**src/rtl/instr_encoder.sv**
```systemverilog
// Instruction encoder: accepts decoded operations over a valid/ready handshake,
// packs each one into a 32-bit instruction word and writes it to consecutive
// instruction-memory addresses starting at base_addr.
//
// Build option: define LOAD_NOP_EN to follow every LW with one NOP word (32'd0)
// at the next address, covering the load-use slot. Without it the NOP state is
// not built and no padding words are ever written.
module instr_encoder #(
  parameter int unsigned ADDR_W = 8
) (
  input  logic              clk,
  input  logic              rst_n,
  input  logic              start,
  input  logic [ADDR_W-1:0] base_addr,
  input  logic              op_valid,
  output logic              op_ready,
  input  logic [2:0]        op_code,
  input  logic [4:0]        op_rs,
  input  logic [4:0]        op_rt,
  input  logic [4:0]        op_rd,
  input  logic [15:0]       op_imm,
  output logic              im_we,
  input  logic              im_ready,
  output logic [ADDR_W-1:0] im_addr,
  output logic [31:0]       im_data,
  output logic [ADDR_W:0]   count,
  output logic              full,
  output logic              err
);

  // Operation codes on op_code
  localparam logic [2:0] OpAdd = 3'd0;
  localparam logic [2:0] OpSub = 3'd1;
  localparam logic [2:0] OpAnd = 3'd2;
  localparam logic [2:0] OpOr  = 3'd3;
  localparam logic [2:0] OpMul = 3'd4;
  localparam logic [2:0] OpLw  = 3'd5;
  localparam logic [2:0] OpSw  = 3'd6;
  localparam logic [2:0] OpIll = 3'd7;

  // Instruction word fields
  localparam logic [5:0] OpcAlu   = 6'd4;
  localparam logic [5:0] OpcLw    = 6'd5;
  localparam logic [5:0] OpcSw    = 6'd6;
  localparam logic [4:0] AluShamt = 5'd10;
  localparam logic [5:0] FnAdd    = 6'd32;
  localparam logic [5:0] FnSub    = 6'd34;
  localparam logic [5:0] FnAnd    = 6'd36;
  localparam logic [5:0] FnOr     = 6'd37;
  localparam logic [5:0] FnMul    = 6'd50;
  localparam logic [31:0] NopWord = 32'd0;

  localparam logic [ADDR_W-1:0] AddrOne  = ADDR_W'(1);
  localparam logic [ADDR_W-1:0] AddrLast = {ADDR_W{1'b1}};
  localparam logic [ADDR_W:0]   CountOne = (ADDR_W + 1)'(1);

`ifdef LOAD_NOP_EN
  typedef enum logic [1:0] {StIdle, StEmit, StNop, StFull} state_e;
`else
  typedef enum logic [1:0] {StIdle, StEmit, StFull} state_e;
`endif

  state_e              state_q, state_d;
  logic [ADDR_W-1:0]   addr_q, addr_d;
  logic [31:0]         data_q, data_d;
  logic [ADDR_W:0]     count_q, count_d;
  logic                err_q, err_d;
  logic                active_q;
`ifdef LOAD_NOP_EN
  logic                lw_q, lw_d;
`endif

  logic xfer;
  logic legal;
  logic at_last;

  // Pack one operation into its instruction word; illegal codes never reach memory.
  function automatic logic [31:0] encode(input logic [2:0]  code,
                                         input logic [4:0]  rs,
                                         input logic [4:0]  rt,
                                         input logic [4:0]  rd,
                                         input logic [15:0] imm);
    logic [31:0] w;
    w = NopWord;
    unique case (code)
      OpAdd:   w = {OpcAlu, rs, rt, rd, AluShamt, FnAdd};
      OpSub:   w = {OpcAlu, rs, rt, rd, AluShamt, FnSub};
      OpAnd:   w = {OpcAlu, rs, rt, rd, AluShamt, FnAnd};
      OpOr:    w = {OpcAlu, rs, rt, rd, AluShamt, FnOr};
      OpMul:   w = {OpcAlu, rs, rt, rd, AluShamt, FnMul};
      OpLw:    w = {OpcLw, rs, rt, imm};
      OpSw:    w = {OpcSw, rs, rt, imm};
      default: w = NopWord;
    endcase
    return w;
  endfunction

  // Hold op_ready low until the first clock edge after reset is released.
  always_ff @(posedge clk or negedge rst_n) begin
    if (!rst_n) begin
      active_q <= 1'b0;
    end else begin
      active_q <= 1'b1;
    end
  end

  // op_ready is forced low while start is high so a restart never swallows a request.
  assign op_ready = active_q && (state_q == StIdle) && !start;
  assign xfer     = op_valid && op_ready;
  assign legal    = (op_code != OpIll);
  assign at_last  = (addr_q == AddrLast);

  // State and datapath registers.
  always_ff @(posedge clk or negedge rst_n) begin
    if (!rst_n) begin
      state_q <= StIdle;
      addr_q  <= '0;
      data_q  <= '0;
      count_q <= '0;
      err_q   <= 1'b0;
`ifdef LOAD_NOP_EN
      lw_q    <= 1'b0;
`endif
    end else begin
      state_q <= state_d;
      addr_q  <= addr_d;
      data_q  <= data_d;
      count_q <= count_d;
      err_q   <= err_d;
`ifdef LOAD_NOP_EN
      lw_q    <= lw_d;
`endif
    end
  end

  // Next-state: start overrides everything, otherwise advance the write sequence.
  always_comb begin
    state_d = state_q;
    addr_d  = addr_q;
    data_d  = data_q;
    count_d = count_q;
    err_d   = err_q;
`ifdef LOAD_NOP_EN
    lw_d    = lw_q;
`endif

    if (start) begin
      // Any pending write is abandoned; im_we drops because the state leaves EMIT.
      state_d = StIdle;
      addr_d  = base_addr;
      count_d = '0;
      err_d   = 1'b0;
`ifdef LOAD_NOP_EN
      lw_d    = 1'b0;
`endif
    end else begin
      unique case (state_q)
        StIdle: begin
          if (xfer) begin
            if (legal) begin
              data_d  = encode(op_code, op_rs, op_rt, op_rd, op_imm);
              state_d = StEmit;
`ifdef LOAD_NOP_EN
              lw_d    = (op_code == OpLw);
`endif
            end else begin
              // Illegal requests are consumed so the producer is not stalled.
              err_d = 1'b1;
            end
          end
        end

        StEmit: begin
          if (im_ready) begin
            count_d = count_q + CountOne;
            if (at_last) begin
              // Last address used: a pending NOP is dropped, address does not wrap.
              state_d = StFull;
            end else begin
              addr_d  = addr_q + AddrOne;
`ifdef LOAD_NOP_EN
              if (lw_q) begin
                state_d = StNop;
                data_d  = NopWord;
              end else begin
                state_d = StIdle;
              end
`else
              state_d = StIdle;
`endif
            end
          end
        end

`ifdef LOAD_NOP_EN
        StNop: begin
          if (im_ready) begin
            count_d = count_q + CountOne;
            lw_d    = 1'b0;
            if (at_last) begin
              state_d = StFull;
            end else begin
              addr_d  = addr_q + AddrOne;
              state_d = StIdle;
            end
          end
        end
`endif

        StFull: begin
          state_d = StFull;
        end

        default: begin
          state_d = StIdle;
        end
      endcase
    end
  end

  // Outputs come straight from registers so they are stable across a stalled write.
  always_comb begin
`ifdef LOAD_NOP_EN
    im_we = (state_q == StEmit) || (state_q == StNop);
`else
    im_we = (state_q == StEmit);
`endif
    im_addr = addr_q;
    im_data = data_q;
    count   = count_q;
    full    = (state_q == StFull);
    err     = err_q;
  end

endmodule

```
**config.mk**
```make
export PLATFORM = sky130hd
export DESIGN_NAME = instr_encoder
export DESIGN_NICKNAME = d
export VERILOG_FILES = /design/src/rtl/instr_encoder.sv
export SDC_FILE = /design/constraint.sdc
export NUM_CORES = 1
export LEC_CHECK = 0
export BUFFER_PORTS_ARGS = -buffer_cell sky130_fd_sc_hd__buf_2
export CAP_MARGIN = 40
export CORE_MARGIN = 2
export CORE_UTILIZATION = 35
export CTS_CLUSTER_SIZE = 12
export DETAILED_ROUTE_END_ITERATION = 8
export HOLD_SLACK_MARGIN = 0.1
export MAX_ROUTING_LAYER = met4
export PLACE_DENSITY = 0.66
export SLEW_MARGIN = 15
export SYNTH_ARGS = -nofsm -noshare
export SYNTH_HDL_FRONTEND = slang
export SYNTH_SLANG_ARGS = --single-unit
```
**constraint.sdc**
```tcl
create_clock -name clk -period 2.02 [get_ports clk]
set_clock_uncertainty 0.05 [all_clocks]
set_input_delay 0.101 -clock clk [delete_from_list [all_inputs] [get_ports clk]]
set_output_delay 0.101 -clock clk [all_outputs]
set_load 0.05 [all_outputs]
```
**Word-level counts from Yosys, hierarchy flattened**

Cells that the tools add are included.

- $add $sub $neg: 2
- Equality and inequality tests: 15
- Muxes and demuxes: 18
- Bitwise gates (word level): 1
- Reduce and logical (&&, ||, !) cells: 15

Operator list:

| kind | count |
|---|---|
| $pmux W29 S7 | 1 |
| $mux W8 | 4 |
| $mux W9 | 3 |
| $mux W2 | 5 |
| $add A9 B1 Y9 const B | 1 |
| $eq A3 B3 Y1 const B | 3 |
| $ne A3 B3 Y1 const B | 3 |
| $reduce_and A3 Y1 | 3 |
| $add A8 B1 Y8 const B | 1 |
| $eq A8 B8 Y1 const B | 1 |
| $reduce_bool A2 Y1 | 4 |
| $eq A3 B2 Y1 const B | 2 |
| $pmux W2 S3 | 1 |
| $mux W1 | 4 |
| $ne A2 B2 Y1 const B | 2 |
| $reduce_and A4 Y1 | 1 |
| $eq A3 B1 Y1 const B | 1 |
| $logic_and A1 B1 Y1 | 3 |
| $logic_not A3 Y1 | 1 |
| $ne A3 B2 Y1 const B | 1 |
| $eq A2 B1 Y1 const B | 1 |
| $eq A2 B2 Y1 const B | 1 |
| $logic_not A2 Y1 | 1 |
| $reduce_and A2 Y1 | 1 |
| 2 further kinds | 2 |

- Bits in registers: 53
- Input port bits: 47
- Output and inout port bits: 53
- Logic and storage cells: 57

**Logic depth before layout (Yosys ltp)**

Gate-level depths: netlist (run 1).

- Word-level depth: 7
- Mapped depth: 6

**Worst setup path before layout (run 1)**

Ideal clock, no wire load.

- Path kind: flip-flop to flip-flop
- Start: reg addr_q[0], in the netlist im_addr[0]
- End: reg addr_q[1], in the netlist im_addr[1]
- Data arrival time: 2024 ps
- Slack: -179 ps
- Cell stages (with the launch flop): 7
- Path buffers: 1
- Period minus slack after synthesis: 2199 ps
- Cell sequence: dfrtp_1 ha_1 and4_1 clkbuf_1 a21o_1 mux2_2 mux2_2

- Cells in the longest elaborated chain, start to end: 5
- Elaborated cells on any way between the ends: 8
- Those cells by class: 1 x add/sub; 2 x eq/ne; 4 x mux; 1 x reduce/logical

RTL lines:

| element | RTL line | source |
|---|---|---|
| from (decl) | 64 | `logic [ADDR_W-1:0] addr_q, addr_d;` |
| from (signal assigned) | 126 | `addr_q <= addr_d;` |
| $add A8 B1 Y8 | 180 | `addr_d = addr_q + AddrOne;` |
| $mux W8 | 176 | `if (at_last) begin` |
| $mux W8 | 174 | `if (im_ready) begin` |
| $mux W8 | 157 | `unique case (state_q)` |
| $mux W8 | 147 | `if (start) begin` |

Several ways; a longest one is shown, not always the timed one. The select of a mux whose other input is x is not followed.
A chain may end at the register's enable or synchronous reset.

**Worst setup path in the final report (run 1)**

Same ends and word-level chain as after synthesis.

==> metrics.txt, run 1 <==
total via count in the routed design 2253; count of filler cells inserted in the layout 631; Wirelength per Cell 13.2 um; Worst setup EP type flop; Reg clk slew, reported paths 90 ps; Setup crit start im_addr[0]; clock buffer count from CTS 5; H-tree levels 2; proportion of synthesized chip area in sequential cells between 50% and 60%; commonest non-fill, non-tap cell in the layout sky130_fd_sc_hd__buf_2; Critical-path top delay cell sky130_fd_sc_hd__dfrtp_2; Placed Area 0.00299 mm^2; proportion of register bits with asynchronous set or reset after synthesis 100%; global-route wire length before repair just under 10 mm; critical setup path kind reg2reg; Worst setup SP type flop; Rows 30; synthesized area divided by synthesized cell count about 10 um^2; number of detailed-routing iterations run before antenna repair 4; number of global-route vias before repair 2222; path depth of the worst reg2reg path 5; fmax 537 MHz; Clock Root Buffer sky130_fd_sc_hd__clkbuf_8; arrival time at the worst endpoint roughly 2000 ps; post-route clock period utilization between 90% and 100%; total half-perimeter wirelength after legalization and detailed placement 4.07 mm; total leakage power 1.69 nW; CTS tree done; Final Cell Area 0.00351 mm^2; placeable core region between 0.006 and 0.007 mm^2; Synth Register Bits 50; initial antenna violation count 1; most used cell, CP sky130_fd_sc_hd__mux2_2; layout net count 428; proportion of layout cells with a drive suffix above 1 between 30% and 40%; routed wl met2 3.02 mm; number of warnings issued by yosys 0; largest vdd supply drop around 0.35 mV; CP Max Fanout 6; post-route antenna net violation count 0; number of port buffers 96; number of clock sinks 50; Die ar. 0.00762 mm^2; area growth from synthesis to layout 44.6%; Cell variety after synth 51; Total Negative Setup Slacks 0 ps; outcome complete, no violations; most frequently used flop master after synthesis sky130_fd_sc_hd__dfrtp_1; Starting DRT DRC Count roughly 100; maximum number of pins on one net before global-route repair 50; placer congestion estimate 0.809; Pins Over Slew Limit 0; count of unresolved DRC violations after routing 0; met3 WL post-DR 372 um; commonest cells after routing, fill and taps aside 96 x sky130_fd_sc_hd__buf_2, 48 x sky130_fd_sc_hd__dfrtp_1, 39 x sky130_fd_sc_hd__dlygate4sd3_1, 33 x sky130_fd_sc_hd__nand2_1, 22 x sky130_fd_sc_hd__nor2_1; biggest cell delay along the critical path 410 ps; CTS max path bufs 2; Final setup violation count 0; HP Class in2reg; CP required 2150 ps; area used by multi-input combinational logic 0.00107 mm^2; DRT met1 WL 2.68 mm; Synth Instances 243; power density over the cells 830 mW/mm^2; Die Height 87.3 um; Synth Cell Area around 0.0024 mm^2; min Tclk post-route roughly 1900 ps; horizontal extent of the die 87.3 um; hold-critical path depth 4; aggregate global-route resource usage about 17%; EDFF count, synth 0; critical path cell sequence ha_1 > and4_1 > a21o_1 > mux2_2 > mux2_2; initial core utilization 35.9%; sequential cell area in the final layout 0.00125 mm^2; WL final between 6 and 7 mm; unrepaired setup endpoints after global routing no; clock network latency to the later pin of the worst-skew pair about 290 ps; I/O pins 100; highest metal used met4; final hold violations 0; critical register-to-register path startpoint im_addr[0]; vias per cell 4.89; count of maximum capacitance violations 0; grt ovf 0; startpoint of the tightest hold check path op_imm[0]
critical path, delay by kind of cell, from the launching register on:
kind            cells  cell delay [ps]
simple gates        1              290
mux                 2              590
flops               1              410
compound gates      1              220
fa+ha+maj           1              190
cell usage after synthesis, drive strengths merged (2+ instances only):
master | count | area (um^2)
o21ai | 22 | 110
nand2 | 33 | 124
a22oi | 5 | 37.5
nand3 | 5 | 30.0
a21oi | 4 | 20.0
nor4 | 4 | 25.0
conb | 2 | 7.51
o31a | 2 | 17.5
mux2 | 12 | 135
buf | 8 | 55.1
ha | 2 | 25.0
dfrtp | 50 | 1250
nand2b | 4 | 25.0
inv | 7 | 26.3
nor2b | 3 | 18.8
xnor2 | 6 | 52.6
and2 | 2 | 12.5
clkbuf | 9 | 33.8
xor2 | 5 | 43.8
a211oi | 5 | 37.5
a32oi | 2 | 17.5
and3 | 3 | 18.8
a2bb2oi | 2 | 17.5
nand4 | 3 | 18.8
nor2 | 22 | 82.6
cells by family after synthesis:
logic type / after synthesis / share of synthesized area (%)
xor gates and xnor gates: 11 / 3.97
buffers and inverters: 24 / 4.74
other: 2 / 0.309
AOI/OAI and AO/OA: 54 / 14.7
DFF: 50 / 51.5
and+or+nand+nor: 87 / 17.8
muxes: 13 / 5.98
adders and majority gates: 2 / 1.03
final timing paths:
| path | slack, ps | to |
|---|---|---|
| setup / recovery | 160 | im_addr[1] |
| hold reg to reg | 420 | im_data[28] |
| max in group asynchronous | 1200 | im_addr[6] |
| setup reg to reg | 160 | im_addr[1] |
| min in group asynchronous | 280 | im_addr[7] |
| hold / removal | 120 | im_data[0] |
routing by layer:
layer,GRT usage (%),vias to the layer above
li1,-,1115
met1,19.7,1058
met2,28.3,76
met3,4.36,4
met4,3.92,0
met5,-,-
timing repair:
action / 4_1_cts / 5_1_grt
resized for setup: 0 / 2
hold buffers: 39 / 0
endpoints found under the hold margin: 82 / 0
buffers inserted: 0 / 3
setup endpoints to repair: 0 / 2
registers in the layout, summed over array words and instances (netlist names):
register,flops
active_q,1
count,9
err,1
im_addr,8
im_data,29
state_q,2
power by group:
part / leakage, nW / switching (mW) / internal (mW)
sequential: 0.624 / 0.0798 / 1.13
combinational: 1.01 / 0.706 / 0.305
clock: 0.0525 / 0.320 / 0.371
final cells by class:
class,instances,area share (%)
antenna,1,0.0713
clock inverter,1,0.855
multi-input combinational,171,30.5
tap,80,2.85
inverter,7,0.748
clock buffer,7,2.17
timing repair buffer,144,27.1
sequential,50,35.7
through the flow:
stage               instances  hold slack (ps)  util [%]  power [mW]  setup WS (ps)
floorplan                 245             -245         -        1.92          -61.4
global placement          410             -148      44.2        2.16            223
detailed placement        410             -149      44.2        2.18            141
CTS                       457              108      51.6        2.95            104
global route              461              124      52.0        3.08           48.8
finish                    461              120      52.0        2.91            156
No activity file was read; power rests on OpenSTA's default activity.
==> run 2: changes to the inputs <==
- CORE_UTILIZATION: 35 -> 48
- GPL_TIMING_DRIVEN: not set -> 0
- PLACE_DENSITY: 0.66 -> 0.85
==> run 2 against run 1 <==
Net effect: core utilization increased by 20 points; largest cell class unchanged; highest routed layer unchanged; clock power decreased by 21%; worst setup slack got worse by 29 ps; critical endpoint is now im_data[4]; clock-buffer cell count unchanged; sequential power about the same; first-iteration DRC count decreased by 19%; combinational power about the same; routed wire length increased by 4.0%; largest power group unchanged; non-clock buffer count increased by 1; power decreased by 4.7%.
==> metrics.txt, run 2 (same netlist as run 1, synthesis figures left out) <==
Die Height 75.1 um; HP Class in2reg; commonest cells after routing, fill and taps aside 96 x sky130_fd_sc_hd__buf_2, 48 x sky130_fd_sc_hd__dfrtp_1, 34 x sky130_fd_sc_hd__dlygate4sd3_1, 33 x sky130_fd_sc_hd__nand2_1, 22 x sky130_fd_sc_hd__nor2_1; net switching power figure 1.11 mW; Pint 1.67 mW; min Tclk post-route 1890 ps; largest vdd supply drop 0.735 mV; Starting DRT DRC Count 80; total via count in the routed design between 2000 and 2500; aggregate global-route resource usage 24.4%; commonest non-fill, non-tap cell in the layout sky130_fd_sc_hd__buf_2; layout net count 429; ant diodes 0; Wirelength per Cell about 14 um; I/O pins 100; final hold violations 0; number of global-route vias before repair 2343; count of unresolved DRC violations after routing 0; global-route wire length before repair 10.2 mm; Worst Setup Slack, final 127 ps; total half-perimeter wirelength after legalization and detailed placement 4.29 mm; final cell count without fillers around 450; total leakage power around 1.7 nW; clock buffer count from CTS 5; unrepaired setup endpoints after global routing no; clock network latency to the later pin of the worst-skew pair 290 ps; post-route antenna net violation count 0; count of filler cells inserted in the layout 376; critical setup path kind reg2reg; post-route clock period utilization 93.7%; CP required 2140 ps; grt ovf 0; H-tree levels 2; maximum number of pins on one net before global-route repair 33; worst slack at placement about 61 ps; Clock Power Share 19.6%; Final setup violation count 0; number of clock sinks 50; placer congestion estimate approximately 0.83; CTS max path bufs 2; proportion of layout cells with a drive suffix above 1 between 30% and 40%; power density over the cells 811 mW/mm^2; fmax 528 MHz; outcome complete, no violations; CP Max Fanout 10; CTS tree done; number of port buffers 94; Worst setup SP type flop; part of the total power dissipated in combinational logic 36.5%; Die ar. 0.00564 mm^2; Cells after DPL 407; horizontal extent of the die 75.1 um; Pins Over Slew Limit 0; Rows 25; Flop pwr share 43.9%; Worst setup EP type flop; Reg clk slew, reported paths 80 ps; switching power as a share of total power 40.0%; number of detailed-routing iterations run before antenna repair 5; initial antenna violation count 0; area growth from synthesis to layout 41.1%; placeable core region ~0.0048 mm^2; Total Negative Setup Slacks 0 ps; Final Hold Slack 98.0 ps; count of maximum capacitance violations 0; initial core utilization 50.7%; Clock Root Buffer sky130_fd_sc_hd__clkbuf_8; Resized cells post-CTS 0; WL final 6.35 mm; vias per cell 5.29; flip-flop count of the largest register, all copies and words added 29; arrival time at the worst endpoint 2020 ps; number of buffers inserted to repair setup after CTS 0
[run 2: worst paths after layout]
check,slack (ps),to,startpoint,cells past startpoint
hold reg to reg,430,im_data[5],im_data[5],2
setup / recovery,130,im_data[4],state_q[0],5
max in group asynchronous,1180,im_data[10],rst_n,3
setup reg to reg,130,im_data[4],state_q[0],5
hold / removal,100,im_data[14],op_imm[14],3
min in group asynchronous,220,im_data[23],rst_n,2
[run 2: area by class of cell]
cell class	count	area, um^2	area share, %
Sequential cell	50	1250	36.6
Buffer	16	85.1	2.48
Tap cell	67	83.8	2.45
Clock buffer	7	76.3	2.23
Timing Repair Buffer	129	831	24.3
Multi-Input combinational cell	171	1070	31.2
Inverter	7	26.3	0.767
[run 2: stage by stage]
stage	power [mW]	utilization, %	cell area (um^2)
finish	2.78	71.6	3430
global route	2.90	71.6	3430
CTS	2.79	71.7	3430
detailed placement	2.19	63.0	3010
global placement	2.16	62.5	2990
floorplan	1.92	-	2440
[run 2: layer usage]
metal / share of wire (%) / vias up / GRT usage [%] / wire [um]
met3: 5.1 / 17 / 3.35 / 322
li1: - / 1119 / - / -
met5: 0 / - / - / 0
met4: 2.3 / 0 / 9.55 / 144
met1: 43 / 1132 / 29.1 / 2730
met2: 50 / 97 / 41.7 / 3140
[run 2: repair_timing]
action	4_1_cts	5_1_grt
setup endpoints to repair	0	1
endpoints found under the hold margin	81	0
hold buffers	34	0
[run 2: power by group through the flow]
stage                     Clock [mW]  Combinational (mW)  Sequential [mW]
after floorplan                    0               0.233             1.69
after global placement             0               0.937             1.22
after detailed placement           0               0.957             1.23
after CTS                      0.561                1.01             1.21
after global routing           0.593                1.07             1.23
final                          0.546                1.01             1.22
[run 2: critical path, stage by stage, from the launching register on]
cell                       delay, ps
sky130_fd_sc_hd__dfrtp_1         470
sky130_fd_sc_hd__nor4b_4         480
sky130_fd_sc_hd__and2_1          240
sky130_fd_sc_hd__buf_4           180
sky130_fd_sc_hd__nor2_1           60
sky130_fd_sc_hd__a221oi_1        280
==> run 3: changes to the inputs <==
- GPL_TIMING_DRIVEN: 0 -> not set
==> run 3 against run 2 <==
Net effect: clock-buffer cell count decreased by 2; maximum frequency about the same; via count fell by 3.1%; power up 5.6%; highest routed layer unchanged; final cell count fell by 1.1%; non-clock buffer count fell by 6; clock power rose by 28%; sequential power about the same; routed wire length up 1.2%; first-iteration DRC count increased by 23%; global-route usage rose by 0.50 points; die area is the same.
==> metrics.txt, run 3 (same netlist as run 1, synthesis figures left out) <==
vias per cell 5.18; Rows 25; outcome complete, no violations; count of unresolved DRC violations after routing 0; fmax about 530 MHz; commonest non-fill, non-tap cell in the layout sky130_fd_sc_hd__buf_2; initial core utilization ~50%; overall power of the completed layout 2.93 mW; number of clock sinks 50; arrival time at the worst endpoint 2030 ps; maximum number of pins on one net before global-route repair between 50 and 60; Starting DRT DRC Count between 90 and 100; number of global-route vias before repair 2356; Worst setup SP type flop; initial antenna violation count 0; met3 WL post-DR 329 um; area used by multi-input combinational logic roughly 0.0011 mm^2; CTS tree done; post-route antenna net violation count 0; Worst slew margin 59.0%; number of port buffers 96; proportion of layout cells with a drive suffix above 1 roughly 34%; H-tree levels 2; number of buffers inserted to repair setup after CTS 0; commonest cells after routing, fill and taps aside 96 x sky130_fd_sc_hd__buf_2, 48 x sky130_fd_sc_hd__dfrtp_1, 39 x sky130_fd_sc_hd__dlygate4sd3_1, 33 x sky130_fd_sc_hd__nand2_1, 22 x sky130_fd_sc_hd__nor2_1; Placed Area 0.00296 mm^2; largest vdd supply drop roughly 0.7 mV; CTS max path bufs 2; placer congestion estimate 0.808; sequential cell area in the final layout 0.00125 mm^2; WL final ~6.4 mm; aggregate global-route resource usage 24.9%; final hold violations 0; Die ar. 0.00564 mm^2; grt ovf 0; post-route clock period utilization 93.8%; Clock Root Buffer sky130_fd_sc_hd__clkbuf_8; Final Hold Slack 123 ps; Final setup violation count 0; global-route wire length before repair 10.3 mm; Cells after DPL 395; count of maximum capacitance violations 0; final cell count without fillers 442; total via count in the routed design approximately 2300; Pins Over Slew Limit 0; count of filler cells inserted in the layout ~350; unrepaired setup endpoints after global routing yes; layout net count 423; Worst Setup Slack, final roughly 130 ps; clock network latency to the later pin of the worst-skew pair 300 ps; I/O pins 100; horizontal extent of the die 75.1 um; flip-flop count of the largest register, all copies and words added 29; Wirelength per Cell between 10 and 15 um; ant diodes 0; clock buffer count from CTS 5; worst slack at placement 155 ps; Worst setup EP type flop; DRT met1 WL between 2 and 3 mm; Reg clk slew, reported paths 90 ps; power density over the cells between 800 and 900 mW/mm^2; min Tclk post-route between 1500 and 2000 ps; Die Height 75.1 um; total half-perimeter wirelength after legalization and detailed placement 4.01 mm; CP Max Fanout 25; placeable core region 0.00479 mm^2; area growth from synthesis to layout 42.6%; number of detailed-routing iterations run before antenna repair 4; measured slew at the worst slew-check pin just over 600 ps; Final Cell Area 0.00346 mm^2; critical setup path kind reg2reg; routed wl met2 approximately 3.3 mm; CP required 2160 ps; HP Class in2reg; highest metal used met4; total leakage power 1.66 nW
run 3: cell types whose count changed in the layout (fill, tap and decap cells not counted), sizes merged:
cell / previous run / this run
bufinv: 0 / 1
dlygate4sd3: 34 / 39
clkinvlp: 0 / 2
buf: 103 / 100
clkbuf: 15 / 5
run 3: repair_timing:
item | CTS | global route
resized for setup | 0 | 2
hold buffers | 39 | 0
hold endpoints to repair | 83 | 0
setup endpoints to repair | 0 | 7
run 3: final timing paths:
kind,from,to,slack (ps),cells after the start
worst max-delay path,state_q[0],im_data[20],130,4
worst min-delay path,op_code[0],im_data[4],120,2
worst max register to register,state_q[0],im_data[20],130,4
worst min register to register,im_data[11],im_data[11],430,2
max in group asynchronous,rst_n,im_addr[0],1090,3
min in group asynchronous,rst_n,im_data[27],380,3
run 3: where the power goes:
group | internal [mW] | leakage, nW | total, mW | switching (mW)
logic | 0.299 | 0.989 | 1.02 | 0.716
registers | 1.13 | 0.624 | 1.22 | 0.0856
clock network | 0.368 | 0.0504 | 0.700 | 0.332
total | 1.80 | 1.66 | 2.93 | 1.13
run 3: critical path, stage by stage, from the launching register on:
cell and delay [ps]:
sky130_fd_sc_hd__dfrtp_1 480, sky130_fd_sc_hd__nor4b_4 430, sky130_fd_sc_hd__nand3_2 300, sky130_fd_sc_hd__buf_12 250, sky130_fd_sc_hd__mux2_2 270
run 3: routing by layer:
| metal | track usage (%) | vias to the layer above |
|---|---|---|
| met5 | - | - |
| met4 | 10.3 | 0 |
| met3 | 5.49 | 22 |
| met2 | 44.4 | 93 |
| met1 | 26.5 | 1069 |
| li1 | - | 1107 |
run 3: layout make-up:
class / instances / area share, %
clock inverter: 3 / 1.30
inverter: 7 / 0.759
multi-input combinational: 171 / 31.0
clock buffer: 5 / 1.99
timing repair buffer: 139 / 26.4
tap: 67 / 2.42
sequential: 50 / 36.2
run 3: metrics by stage:
stage | setup TNS, ps | utilization, %
3_5_place_dp | 0 | 61.8
4_1_cts | 0 | 72.3
5_1_grt | -31.4 | 72.4
6_report | 0 | 72.4
2_1_floorplan | -557 | -
3_3_place_gp | 0 | 61.8
